$ cat src/rtl/pengtimer_pkg.sv
`default_nettype none
// ============================================================================
//  Module      : pengtimer_pkg
//  Description : Shared types and constants for the PengTimer sequencing
//                controller (mode encoding, last-digit compare values).
//  Revision    : 1.0 - initial release
// ============================================================================
package pengtimer_pkg;

  // Operating mode; the encoding is visible on the mode output port
  typedef enum logic [1:0] {
    RUN      = 2'd0,
    SET_HOUR = 2'd1,
    SET_MIN  = 2'd2
  } mode_e;

  // Digit values at which the seconds / minutes counters roll over
  localparam logic [3:0] SEC_LAST_TENS = 4'd5;
  localparam logic [3:0] SEC_LAST_ONES = 4'd9;
  localparam logic [3:0] MIN_LAST_TENS = 4'd5;
  localparam logic [3:0] MIN_LAST_ONES = 4'd9;

endpackage : pengtimer_pkg
`default_nettype wire

$ cat src/rtl/pengtimer_prescaler.sv
`default_nettype none
// ============================================================================
//  Module      : pengtimer_prescaler
//  Description : Divides clk down to a single-cycle tick every DIV cycles and
//                reports whether the count sits in its lower half (used for
//                the blink phase). A reload restarts the count at zero.
//  Revision    : 1.0 - initial release
// ============================================================================
module pengtimer_prescaler #(
  parameter int DIV = 100_000_000
) (
  input  logic clk,
  input  logic rst,
  input  logic reload,
  output logic tick,
  output logic low_half
);

  localparam int                  c_PCNT_W = $clog2(DIV);
  localparam logic [c_PCNT_W-1:0] c_LAST   = c_PCNT_W'(DIV - 1);
  localparam logic [c_PCNT_W-1:0] c_HALF   = c_PCNT_W'(DIV / 2);

  logic [c_PCNT_W-1:0] r_pcnt;
  logic [c_PCNT_W-1:0] w_pcnt_nxt;
  logic                r_low_half;

  // Next count: wrap at DIV-1, or restart when reloaded
  always_comb begin
    w_pcnt_nxt = r_pcnt + 1'b1;
    if (reload || (r_pcnt == c_LAST)) begin
      w_pcnt_nxt = '0;
    end
  end

  // Count register plus a registered copy of the lower-half flag
  always_ff @(posedge clk) begin
    if (rst) begin
      r_pcnt     <= '0;
      r_low_half <= 1'b1;
    end else begin
      r_pcnt     <= w_pcnt_nxt;
      r_low_half <= (w_pcnt_nxt < c_HALF);
    end
  end

  assign tick     = (r_pcnt == c_LAST);
  assign low_half = r_low_half;

endmodule : pengtimer_prescaler
`default_nettype wire

$ cat src/rtl/pengtimer_ctrl.sv
`default_nettype none
// ============================================================================
//  Module      : pengtimer_ctrl
//  Description : PengTimer sequencing controller. Generates the 1 Hz tick,
//                cascaded seconds/minutes/hours count enables and the
//                time-setting mode machine driven by button pulses.
//                Optional feature macro: PENGTIMER_AUTOREPEAT_EN (held
//                increment button auto-repeats in the setting modes).
//  Revision    : 1.0 - initial release
// ============================================================================
module pengtimer_ctrl #(
  parameter int DIV     = 100_000_000,
  parameter int REP_DIV = 12_500_000
) (
  input  logic       clk,
  input  logic       rst,
  input  logic       btn_mode,
  input  logic       btn_inc,
  input  logic       btn_hold,
  input  logic [3:0] sec_q1,
  input  logic [3:0] sec_q0,
  input  logic [3:0] min_q1,
  input  logic [3:0] min_q0,
  output logic       sec_en,
  output logic       min_en,
  output logic       hour_en,
  output logic       sec_clr,
  output logic [1:0] mode,
  output logic       blink
);

  import pengtimer_pkg::*;

  mode_e r_state;
  mode_e w_state_nxt;

  logic  w_tick;
  logic  w_low_half;
  logic  w_reload;
  logic  w_sec_last;
  logic  w_min_last;
  logic  w_rep_fire;

  logic  w_sec_en_nxt;
  logic  w_min_en_nxt;
  logic  w_hour_en_nxt;
  logic  w_sec_clr_nxt;

  logic  r_sec_en;
  logic  r_min_en;
  logic  r_hour_en;
  logic  r_sec_clr;

  // Restart the 1 Hz phase on return to RUN so the first second is full length
  assign w_reload = w_sec_clr_nxt;

  pengtimer_prescaler #(
    .DIV      (DIV)
  ) u_prescaler (
    .clk      (clk),
    .rst      (rst),
    .reload   (w_reload),
    .tick     (w_tick),
    .low_half (w_low_half)
  );

  assign w_sec_last = (sec_q1 == SEC_LAST_TENS) && (sec_q0 == SEC_LAST_ONES);
  assign w_min_last = (min_q1 == MIN_LAST_TENS) && (min_q0 == MIN_LAST_ONES);

`ifdef PENGTIMER_AUTOREPEAT_EN
  localparam int c_REP_MAX = (DIV > REP_DIV) ? DIV : REP_DIV;
  localparam int c_REP_W   = (c_REP_MAX > 1) ? $clog2(c_REP_MAX) : 1;

  logic [c_REP_W-1:0] r_rep_cnt;
  logic               r_rep_armed;
  logic               r_rep_phase;
  logic               w_set_mode;
  logic               w_rep_due;

  assign w_set_mode = (r_state == SET_HOUR) || (r_state == SET_MIN);
  // Phase 0 waits out the initial hold delay, phase 1 paces the repeats
  assign w_rep_due  = r_rep_phase ? (r_rep_cnt == c_REP_W'(REP_DIV - 1))
                                  : (r_rep_cnt == c_REP_W'(DIV - 1));
  // A fresh press or a mode change takes precedence over a repeat
  assign w_rep_fire = r_rep_armed && btn_hold && !btn_mode && !btn_inc && w_rep_due;

  // Auto-repeat tracker: armed by a press, dropped on release or mode change
  always_ff @(posedge clk) begin
    if (rst) begin
      r_rep_cnt   <= '0;
      r_rep_armed <= 1'b0;
      r_rep_phase <= 1'b0;
    end else if (btn_mode || !w_set_mode) begin
      r_rep_cnt   <= '0;
      r_rep_armed <= 1'b0;
      r_rep_phase <= 1'b0;
    end else if (btn_inc) begin
      r_rep_cnt   <= '0;
      r_rep_armed <= 1'b1;
      r_rep_phase <= 1'b0;
    end else if (r_rep_armed && btn_hold) begin
      if (w_rep_due) begin
        r_rep_cnt   <= '0;
        r_rep_phase <= 1'b1;
      end else begin
        r_rep_cnt   <= r_rep_cnt + 1'b1;
      end
    end else begin
      r_rep_cnt   <= '0;
      r_rep_armed <= 1'b0;
      r_rep_phase <= 1'b0;
    end
  end
`else
  logic w_unused_hold;

  // The hold level only matters to the auto-repeat feature
  assign w_unused_hold = btn_hold;
  assign w_rep_fire    = 1'b0;
`endif

  // Mode transitions and next-cycle enable/clear pulses
  always_comb begin
    w_state_nxt   = r_state;
    w_sec_en_nxt  = 1'b0;
    w_min_en_nxt  = 1'b0;
    w_hour_en_nxt = 1'b0;
    w_sec_clr_nxt = 1'b0;
    case (r_state)
      RUN: begin
        if (btn_mode) begin
          // A coincident tick is dropped together with the mode change
          w_state_nxt = SET_HOUR;
        end else begin
          w_sec_en_nxt  = w_tick;
          w_min_en_nxt  = w_tick && w_sec_last;
          w_hour_en_nxt = w_tick && w_sec_last && w_min_last;
        end
      end
      SET_HOUR: begin
        if (btn_mode) begin
          w_state_nxt = SET_MIN;
        end else begin
          w_hour_en_nxt = btn_inc || w_rep_fire;
        end
      end
      SET_MIN: begin
        if (btn_mode) begin
          w_state_nxt   = RUN;
          w_sec_clr_nxt = 1'b1;
        end else begin
          // Minute wrap in this mode never carries into the hours
          w_min_en_nxt = btn_inc || w_rep_fire;
        end
      end
      default: begin
        w_state_nxt = RUN;
      end
    endcase
  end

  // State and output registers
  always_ff @(posedge clk) begin
    if (rst) begin
      r_state   <= RUN;
      r_sec_en  <= 1'b0;
      r_min_en  <= 1'b0;
      r_hour_en <= 1'b0;
      r_sec_clr <= 1'b0;
    end else begin
      r_state   <= w_state_nxt;
      r_sec_en  <= w_sec_en_nxt;
      r_min_en  <= w_min_en_nxt;
      r_hour_en <= w_hour_en_nxt;
      r_sec_clr <= w_sec_clr_nxt;
    end
  end

  assign sec_en  = r_sec_en;
  assign min_en  = r_min_en;
  assign hour_en = r_hour_en;
  assign sec_clr = r_sec_clr;
  assign mode    = r_state;
  // Both terms come straight from flops, so blink tracks mode and count phase
  assign blink   = ((r_state == SET_HOUR) || (r_state == SET_MIN)) && w_low_half;

endmodule : pengtimer_ctrl
`default_nettype wire

$ cat config.mk
export PLATFORM = sky130hd
export DESIGN_NAME = pengtimer_ctrl
export DESIGN_NICKNAME = d
export VERILOG_FILES = /design/src/rtl/pengtimer_pkg.sv /design/src/rtl/pengtimer_prescaler.sv /design/src/rtl/pengtimer_ctrl.sv
export SDC_FILE = /design/constraint.sdc
export NUM_CORES = 1
export LEC_CHECK = 0
export ABC_AREA = 1
export BUFFER_PORTS_ARGS = -buffer_cell sky130_fd_sc_hd__buf_2
export CAP_MARGIN = 30
export CORE_ASPECT_RATIO = 1.5
export CORE_MARGIN = 2
export CORE_UTILIZATION = 36
export CTS_BUF_LIST = sky130_fd_sc_hd__clkbuf_8
export CTS_CLUSTER_DIAMETER = 150
export CTS_CLUSTER_SIZE = 20
export DETAILED_ROUTE_END_ITERATION = 8
export GPL_TIMING_DRIVEN = 0
export PLACE_DENSITY_LB_ADDON = 0.25
export SLEW_MARGIN = 40
export SYNTH_ARGS = -nofsm -noshare
export SYNTH_HDL_FRONTEND = slang
export SYNTH_HIERARCHICAL = 1
export SYNTH_SLANG_ARGS = --single-unit
export TNS_END_PERCENT = 100
$ cat constraint.sdc
create_clock -name clk -period 4.55 [get_ports clk]
set_input_delay 0.2275 -clock clk [delete_from_list [all_inputs] [get_ports clk]]
set_output_delay 0.2275 -clock clk [all_outputs]
set_load 0.05 [all_outputs]
* Yosys cells after proc, flatten, opt, wreduce, memory -nomap -nowiden
Cells that the tools add are included.
Cells by class: add/sub/neg operators 1, order comparisons 1, equality and inequality tests 10, mux-type cells 12, bitwise operators 1, reduce and logical (&&, ||, !) cells 10
Operator list (number):
- $add 27x1->27 const B | 1
- $eq 27x27->1 const B | 1
- $lt 27x26->1 const B | 1
- $mux 27 | 1
- $eq 4x3->1 const B | 2
- $eq 4x4->1 const B | 2
- $mux 2 | 3
- $ne 2x2->1 const B | 3
- $pmux 2 s3 | 1
- $logic_and 1x1->1 | 5
- $mux 1 | 5
- $pmux 1 s2 | 2
- $reduce_and 3->1 | 1
- $reduce_or 3->1 | 1
- $eq 2x1->1 const B | 1
- $eq 2x2->1 const B | 1
- $logic_not 2->1 | 1
- $logic_or 1x1->1 | 2
- $not 1->1 | 1
Storage, ports and cells: register bits after elaboration 34, bits of input ports 21, output and inout bits 7, word-level logic and storage cells 42

* Longest topological paths before layout
Gate-level depths: netlist of the first run.
depth in word-level cells 6, mapped depth 16, depth with buffers taken out 16

* Cells and area by module
The synthesis of the first run kept the hierarchy.
By module, submodules not included:
- pengtimer_prescaler | times used 1, cells each 308, area each 1844.3 um^2, seq. area each 560.5 um^2
- pengtimer_ctrl | times used 1, cells each 54, area each 361.6 um^2, seq. area each 120.1 um^2

* Worst setup path before layout of the first run
OpenSTA, ideal clock, no wires.
kind register to register, start point register r_state[0] (netlist: mode[0]), end point register u_prescaler.r_low_half (netlist: u_prescaler/low_half), data arrival time 1.829 ns, data required time 4.437 ns, setup slack 2.608 ns, stages on the path, launching flop included 14, clock period less this slack 1.942 ns, cells stage by stage dfxtp_1 -> inv_1 -> ha_1 -> nand2_1 -> inv_1 -> inv_1 -> nand2_4 -> buf_6 -> nor2_1 -> nand4_1 -> nor2_1 -> nand2_1 -> nand2_1 -> nand2_1
On the way: word-level cells in the longest chain between the ends 5
RTL lines:
- start: declaration | RTL line pengtimer_ctrl.sv:34 | mode_e r_state;
- start signal: assignment | RTL line pengtimer_ctrl.sv:171 | r_state <= w_state_nxt;
- $eq 2x2->1 | RTL line pengtimer_ctrl.sv:129 | case (r_state)
- $mux 1 | RTL line pengtimer_ctrl.sv:129
- net w_reload | RTL line pengtimer_ctrl.sv:39 | logic w_reload;
- $logic_or 1x1->1 | RTL line pengtimer_prescaler.sv:30 | if (reload || (r_pcnt == c_LAST)) begin
- $mux 27 | RTL line pengtimer_prescaler.sv:30
- $lt 27x26->1 | RTL line pengtimer_prescaler.sv:42 | r_low_half <= (w_pcnt_nxt < c_HALF);
- end signal: assignment | RTL line pengtimer_prescaler.sv:42
- end: declaration | RTL line pengtimer_prescaler.sv:25 | logic r_low_half;
The timed path passes the listed nets, and every way through them passes these cells. A chain may end at the register's enable or synchronous reset.

* Worst setup path in the final report of the first run
start point register u_prescaler.r_pcnt[0], end point register u_prescaler.r_low_half (netlist: u_prescaler/low_half)
On the way: word-level cells in the longest chain between the ends 4
RTL lines:
- start: declaration | RTL line pengtimer_prescaler.sv:23 | logic [c_PCNT_W-1:0] r_pcnt;
- start signal: assignment | RTL line pengtimer_prescaler.sv:41 | r_pcnt <= w_pcnt_nxt;
- branches (longest 2 deep; another with $add 27x1->27)
- $mux 27 * | RTL line pengtimer_prescaler.sv:30
- $lt 27x26->1 * | RTL line pengtimer_prescaler.sv:42
Every way passes the cells marked *.

==> summary.txt, run 1 <==
status = completed
CP Data Arrival Time = 2.28 ns
via count = 2259
met1 Track Usage GR = 18.2%
CTS tree = yes
top-area cell type share of the netlist area = 30.9%
fin nets = 420
non-filler instance count after layout = 466
std cell rows = 34
Startpoint Class = register
area of the die = 6780 sq um
Initial DRC Count = 89
Placed Cells = 460
Sequential Area = 681 sq um
Root Driver = clkbuf_8
Core Region = 5870 sq um
Clock Pin Slew Worst Setup and Hold Paths = 0.07 ns
Post-Syn Nets = 387
hold violation count in the final report = 0
f_max = 477 MHz
Mapped Cells = 362
hold endpoint = hour_en
CTS resizes = 0
Antenna Violating Nets Remaining = 0
Via density = 4.85
largest net degree at the start of global routing = 11
Post-Place Cell Area = 2430 sq um
post-route setup TNS = 0 ns
Bufs and invs on worst path = 0
max-cap violations = 0
Pins Over Slew Limit = 0
synthesized cell area = 2210 sq um
Place WS = 2.45 ns
number of synthesized register bits = 34
Die Span Y = 99.9 um
worst setup margin = 2.45 ns
grt met3 use = 3.36%
post-synth cell types = 32
grt total ovfl = 0
WL/cell = 12.3 um
Routed Wire Length = 5.75 mm
Seq/Total Area, Yosys = 30.9%
multi-input gate area in the final layout = 1320 sq um
Placer Congestion = 0.903
first-pass GRT wire length = 9.38 mm
worst-margin pin slew = 0.509 ns
total chip power = 0.572 mW
Worst R2R End = u_prescaler/low_half
TritonCTS Buffers = 5
share of layout cells above drive strength 1 = 18.0%
FF-to-FF path depth = 14
hold crit path type = input pin to register
ant diodes = 0
CP max stage cell = dfxtp_1
largest cells by area after synthesis = dfxtp_1 31%, nand2_1 20%, nor2_1 13%
# hold bufs at CTS = 0
Critical Path End Type = register
VDD IR max = 0.0863 mV
YS warnings = 6
Tot GR Track Use = 18.7%
Area Growth Syn to Fin = 13.7%
Worst R2R Setup Slack = 2.45 ns
HP Start = rst
vias in the first global route = 2162
TritonRoute pass-1 iters = 4
slowest stage delay, CP = 0.40 ns
IO buf count = 26
Setup Fix Bufs, Post-CTS = 0
number of remaining DRC errors = 0
PwrDens = 228 nW/um^2
crit path time final = 2.10 ns
GRT met2 Usage = 33.9%
clock tree buffer depth = 2
Top delay family on crit path = simple AND/OR/NAND/NOR gates
clk_skew = 0.00395 ns
Critical Path RT = 4.73 ns
TritonCTS Sinks = 34
Slew Limit Headroom = 66.0%
worst skew pair latency = 0.28 ns
H-tree level count = 2
initial antenna violation count = 0
fin crit share = 46.1%
Filler cells = 672
Final Cell Area = 2510 sq um
Ports = 28
final setup vio count = 0
RSZ-0062 raised after global routing = false
Avg Cell Area, Syn = 6.09 sq um
gr busiest metal = met2
WS Path Type = register to register
Lkg Pwr = 1.03 nW
worst path cell trace = ha_1, nand2_2, nor2_4, nand3_2, o21bai_1, nand2_1, nor2_1, nand2_1, nor2_1, nand2_1, nor2_1, nand2_1, nand2_1, nand2_1
Critical Path Fanout Max = 6
die extent in x = 67.9 um
HPWL Detailed = 4.65 mm
initial core utilization = 37.6%
Hold Path Stages = 2
most used cell, CP = nand2_1
leading area contributor after synthesis = dfxtp_1
reg2reg start = u_prescaler/r_pcnt[0]
==> area by class of cell <==
cell class | count | area share [%]
Multi-Input combinational cell | 277 | 52.7
Sequential cell | 34 | 27.1
Inverter | 48 | 7.28
Timing Repair Buffer | 26 | 5.19
Tap cell | 72 | 3.59
Clock buffer | 6 | 3.29
Buffer | 3 | 0.798
==> placed cells by master (no fill, tap or decap), drive strengths merged <==
master / instances
buf: 28
or2: 1
nand3b: 2
o21ai: 3
nor2: 90
nand4: 5
dfxtp: 34
clkbuf: 7
nor3: 12
xnor2: 2
ha: 4
nor3b: 1
a21oi: 6
o21bai: 3
o22a: 1
xor2: 1
inv: 46
nand3: 22
nand2: 124
clkinv: 2
==> power breakdown <==
group          internal [mW]  switching (mW)  leakage (nW)  total [mW]
clock                  0.117           0.104        0.0431       0.220
combinational         0.0164          0.0309         0.710      0.0473
sequential             0.301         0.00338         0.275       0.305
total                  0.435           0.138          1.03       0.572
==> through the flow <==
step	utilization [%]	hold WS, ns
finish	42.7	0.214
global route	42.7	0.219
CTS	42.7	0.214
detailed placement	41.3	0.472
global placement	41.3	0.471
floorplan	-	0.290
==> metal layers <==
metal  up-vias  part of all wire (%)
li1       1174                     -
met1       993                    38
met2        64                    52
met3        28                   4.2
met4         0                   6.2
met5         -                     0
==> flip-flops by register name, indices dropped and copies added, names as in the netlist <==
| signal | count |
|---|---|
| sec_clr | 1 |
| u_prescaler/r_pcnt | 27 |
| mode | 2 |
| hour_en | 1 |
| u_prescaler/low_half | 1 |
| min_en | 1 |
| sec_en | 1 |
==> how the worst max path moves through the flow <==
stage | start | to | slack (ns) | cells after the start
floorplan | mode[0] | u_prescaler/low_half | 2.61 | 13
finish | u_prescaler/r_pcnt[0] | u_prescaler/low_half | 2.45 | 14
global route | u_prescaler/r_pcnt[0] | u_prescaler/low_half | 2.28 | 16
global placement | u_prescaler/r_pcnt[0] | u_prescaler/r_pcnt[14] | 2.47 | 11
CTS | u_prescaler/r_pcnt[0] | u_prescaler/r_pcnt[18] | 2.44 | 11
detailed placement | u_prescaler/r_pcnt[0] | u_prescaler/r_pcnt[18] | 2.45 | 11
==> synthesized netlist by cell type <==
library cell / instances
a21oi_1: 5
a21oi_2: 1
buf_2: 1
buf_6: 1
clkbuf_1: 1
clkinv_1: 2
dfxtp_1: 34
ha_1: 4
inv_1: 40
inv_2: 5
inv_4: 1
nand2_1: 115
nand2_2: 6
nand2_4: 3
nand3_1: 20
nand3_2: 2
nand3b_1: 2
nand4_1: 5
nor2_1: 74
nor2_2: 10
nor2_4: 6
nor3_1: 11
nor3_4: 1
nor3b_1: 1
o21ai_0: 1
o21ai_1: 1
o21ai_2: 1
o21bai_1: 3
o22a_1: 1
or2_2: 1
xnor2_1: 2
xor2_1: 1
==> cell families (layout without fill, tap and decap cells) <==
logic type | Yosys count | count (layout) | share of synthesized area (%)
and+or+nand+nor | 257 | 257 | 52.7
buffers and inverters | 51 | 83 | 9.19
DFF | 34 | 34 | 30.9
AOI/OAI and AO/OA | 13 | 13 | 3.80
adders and majority gates | 4 | 4 | 2.27
xor gates and xnor gates | 3 | 3 | 1.19
No activity file was read; power rests on OpenSTA's default activity.
==> inputs of run 2 (changes only) <==
clock period = 2.1 ns   (was 4.55 ns; I/O delays follow)
==> summary.txt, run 2 (synthesized netlist as in run 1, its figures left out) <==
Critical Path End Type = register (unchanged)
initial core utilization = 37.6% (unchanged)
RSZ-0062 raised after global routing = false (unchanged)
CP Data Arrival Time = 2.15 ns (was 2.28 ns)
Sequential Power Share = 53.1% (was 53.3%)
TritonCTS Sinks = 34 (unchanged)
f_max = 508 MHz (was 477 MHz)
fin crit share = 93.7% (was 46.1%)
max reg flops = 27 (unchanged)
Pins Over Slew Limit = 0 (unchanged)
most frequent cells in the layout = 114 x nand2_1, 71 x nor2_1, 40 x inv_1 (was 115 x nand2_1, 74 x nor2_1, 40 x inv_1)
fin nets = 428 (was 420)
multi-input gate area in the final layout = 1370 sq um (was 1320 sq um)
Critical Path RT = 2.28 ns (was 4.73 ns)
switching power = 0.301 mW (was 0.138 mW)
most common cell after layout, fill and taps aside = nand2_1 (unchanged)
max-cap violations = 0 (unchanged)
initial antenna violation count = 0 (unchanged)
PwrDens = 476 nW/um^2 (was 228 nW/um^2)
IO buf count = 26 (unchanged)
TritonCTS Buffers = 5 (unchanged)
Lkg Pwr = 1.07 nW (was 1.03 nW)
vias in the first global route = 2150 (was 2162)
largest register by flop count = u_prescaler/r_pcnt (unchanged)
Via density = 4.81 (was 4.85)
Core Region = 5870 sq um (unchanged)
VDD IR max = 0.193 mV (was 0.0863 mV)
std cell rows = 34 (unchanged)
WS Path Type = register to register (unchanged)
Critical Path Fanout Max = 7 (was 6)
post-route setup TNS = 0 ns (unchanged)
worst path cell trace = ha_4, nand2_2, nor2_4, nand2_4, nor2_2, nand2_1, nand2_4, inv_4, nand3_2, nand4_1, nor2_1, nand2_1, nand2_1, nand2_1 (was ha_1, nand2_2, nor2_4, nand3_2, o21bai_1, nand2_1, nor2_1, nand2_1, nor2_1, nand2_1, nor2_1, nand2_1, nand2_1, nand2_1)
Post-Place Cell Area = 2430 sq um (unchanged)
Final Cell Area = 2620 sq um (was 2510 sq um)
CP max stage cell = dfxtp_4 (was dfxtp_1)
slowest stage delay, CP = 0.37 ns (was 0.40 ns)
clock tree buffer depth = 2 (unchanged)
worst skew pair latency = 0.28 ns (about the same)
HPWL Detailed = 4.65 mm (unchanged)
Placer Congestion = 0.903 (unchanged)
crit path time final = 1.97 ns (was 2.10 ns)
Post-Route Utilization = 44.7% (was 42.7%)
P_int = 0.946 mW (was 0.435 mW)
Filler cells = 661 (was 672)
Clock Pin Slew Worst Setup and Hold Paths = 0.07 ns (about the same)
H-tree level count = 2 (unchanged)
grt total ovfl = 0 (unchanged)
# hold bufs at CTS = 0 (unchanged)
hold crit path type = input pin to register (unchanged)
WL/cell = 12.3 um (about the same)
Startpoint Class = register (unchanged)
Sequential Area = 686 sq um (was 681 sq um)
TritonRoute pass-1 iters = 4 (unchanged)
number of remaining DRC errors = 0 (unchanged)
worst setup margin = 0.131 ns (was 2.45 ns)
Antenna Violating Nets Remaining = 0 (unchanged)
Comb pwr share = 8.5% (was 8.3%)
via count = 2279 (was 2259)
Root Driver = clkbuf_8 (unchanged)
area of the die = 6780 sq um (unchanged)
Initial DRC Count = 87 (was 89)
most used cell, CP = nand2_1 (unchanged)
CTS tree = yes (unchanged)
switching part of the total = 24.1% (about the same)
first-pass GRT wire length = 9.27 mm (was 9.38 mm)
hold violation count in the final report = 0 (unchanged)
Routed Wire Length = 5.83 mm (was 5.75 mm)
Place WS = 0.00456 ns (was 2.45 ns)
largest net degree at the start of global routing = 17 (was 11)
Ports = 28 (unchanged)
final setup vio count = 0 (unchanged)
ant diodes = 0 (unchanged)
Slew Limit Headroom = 66.3% (was 66.0%)
Area Growth Syn to Fin = 18.8% (was 13.7%)
share of layout cells above drive strength 1 = 21.6% (was 18.0%)
status = completed (unchanged)
total chip power = 1.25 mW (was 0.572 mW)
Die Span Y = 99.9 um (unchanged)
Clk network pwr share = 38.4% (was 38.5%)
die extent in x = 67.9 um (unchanged)
worst-margin pin slew = 0.506 ns (was 0.509 ns)
Tot GR Track Use = 18.4% (was 18.7%)
clk_skew = 0.00481 ns (was 0.00395 ns)
[run 2: critical path, delay by kind of cell, from the launching register on]
family	cells	cell delay, ns
flops	1	0.37
simple gates	12	1.29
fa+ha+maj	1	0.14
buf+inv	1	0.07
[run 2: cell type report]
type | count | area share (%)
multi-input combinational | 277 | 52.2
sequential | 34 | 26.2
timing repair buffer | 35 | 7.54
inverter | 48 | 6.97
tap | 72 | 3.44
clock buffer | 6 | 3.15
buffer | 2 | 0.573
[run 2: worst paths after layout]
check	startpoint	to	slack, ns	cells past startpoint
setup / recovery	u_prescaler/r_pcnt[0]	u_prescaler/low_half	0.13	14
hold / removal	rst	hour_en	0.09	2
setup reg to reg	u_prescaler/r_pcnt[0]	u_prescaler/low_half	0.13	14
hold reg to reg	u_prescaler/r_pcnt[0]	u_prescaler/r_pcnt[0]	0.45	1
[run 2: through the flow]
stage | instances | hold WS (ns)
finish | 474 | 0.0912
global placement | 460 | 0.390
detailed placement | 460 | 0.393
CTS | 465 | 0.0913
global route | 474 | 0.0965
floorplan | 362 | 0.167
[run 2: power by group through the flow]
stage | logic, mW | clock network [mW] | registers (mW)
global placement | 0.103 | 0 | 0.675
floorplan | 0.0540 | 0 | 0.685
detailed placement | 0.104 | 0 | 0.675
global route | 0.119 | 0.534 | 0.663
CTS | 0.102 | 0.497 | 0.661
finish | 0.106 | 0.478 | 0.662
[run 2: layer usage]
metal	track usage [%]	up-vias	part of all wire (%)
li1	-	1187	-
met1	17.9	1008	38
met2	33.6	60	53
met3	3.36	24	4.2
met4	12.5	0	5.4
met5	0	-	0
[run 2: what timing repair did]
action                                  in CTS  in global routing
endpoints found under the setup margin       1                  4
setup buffers                                0                  9
gates resized for setup                      0                 13
gates cloned                                 0                  0
pin swaps                                    0                  9
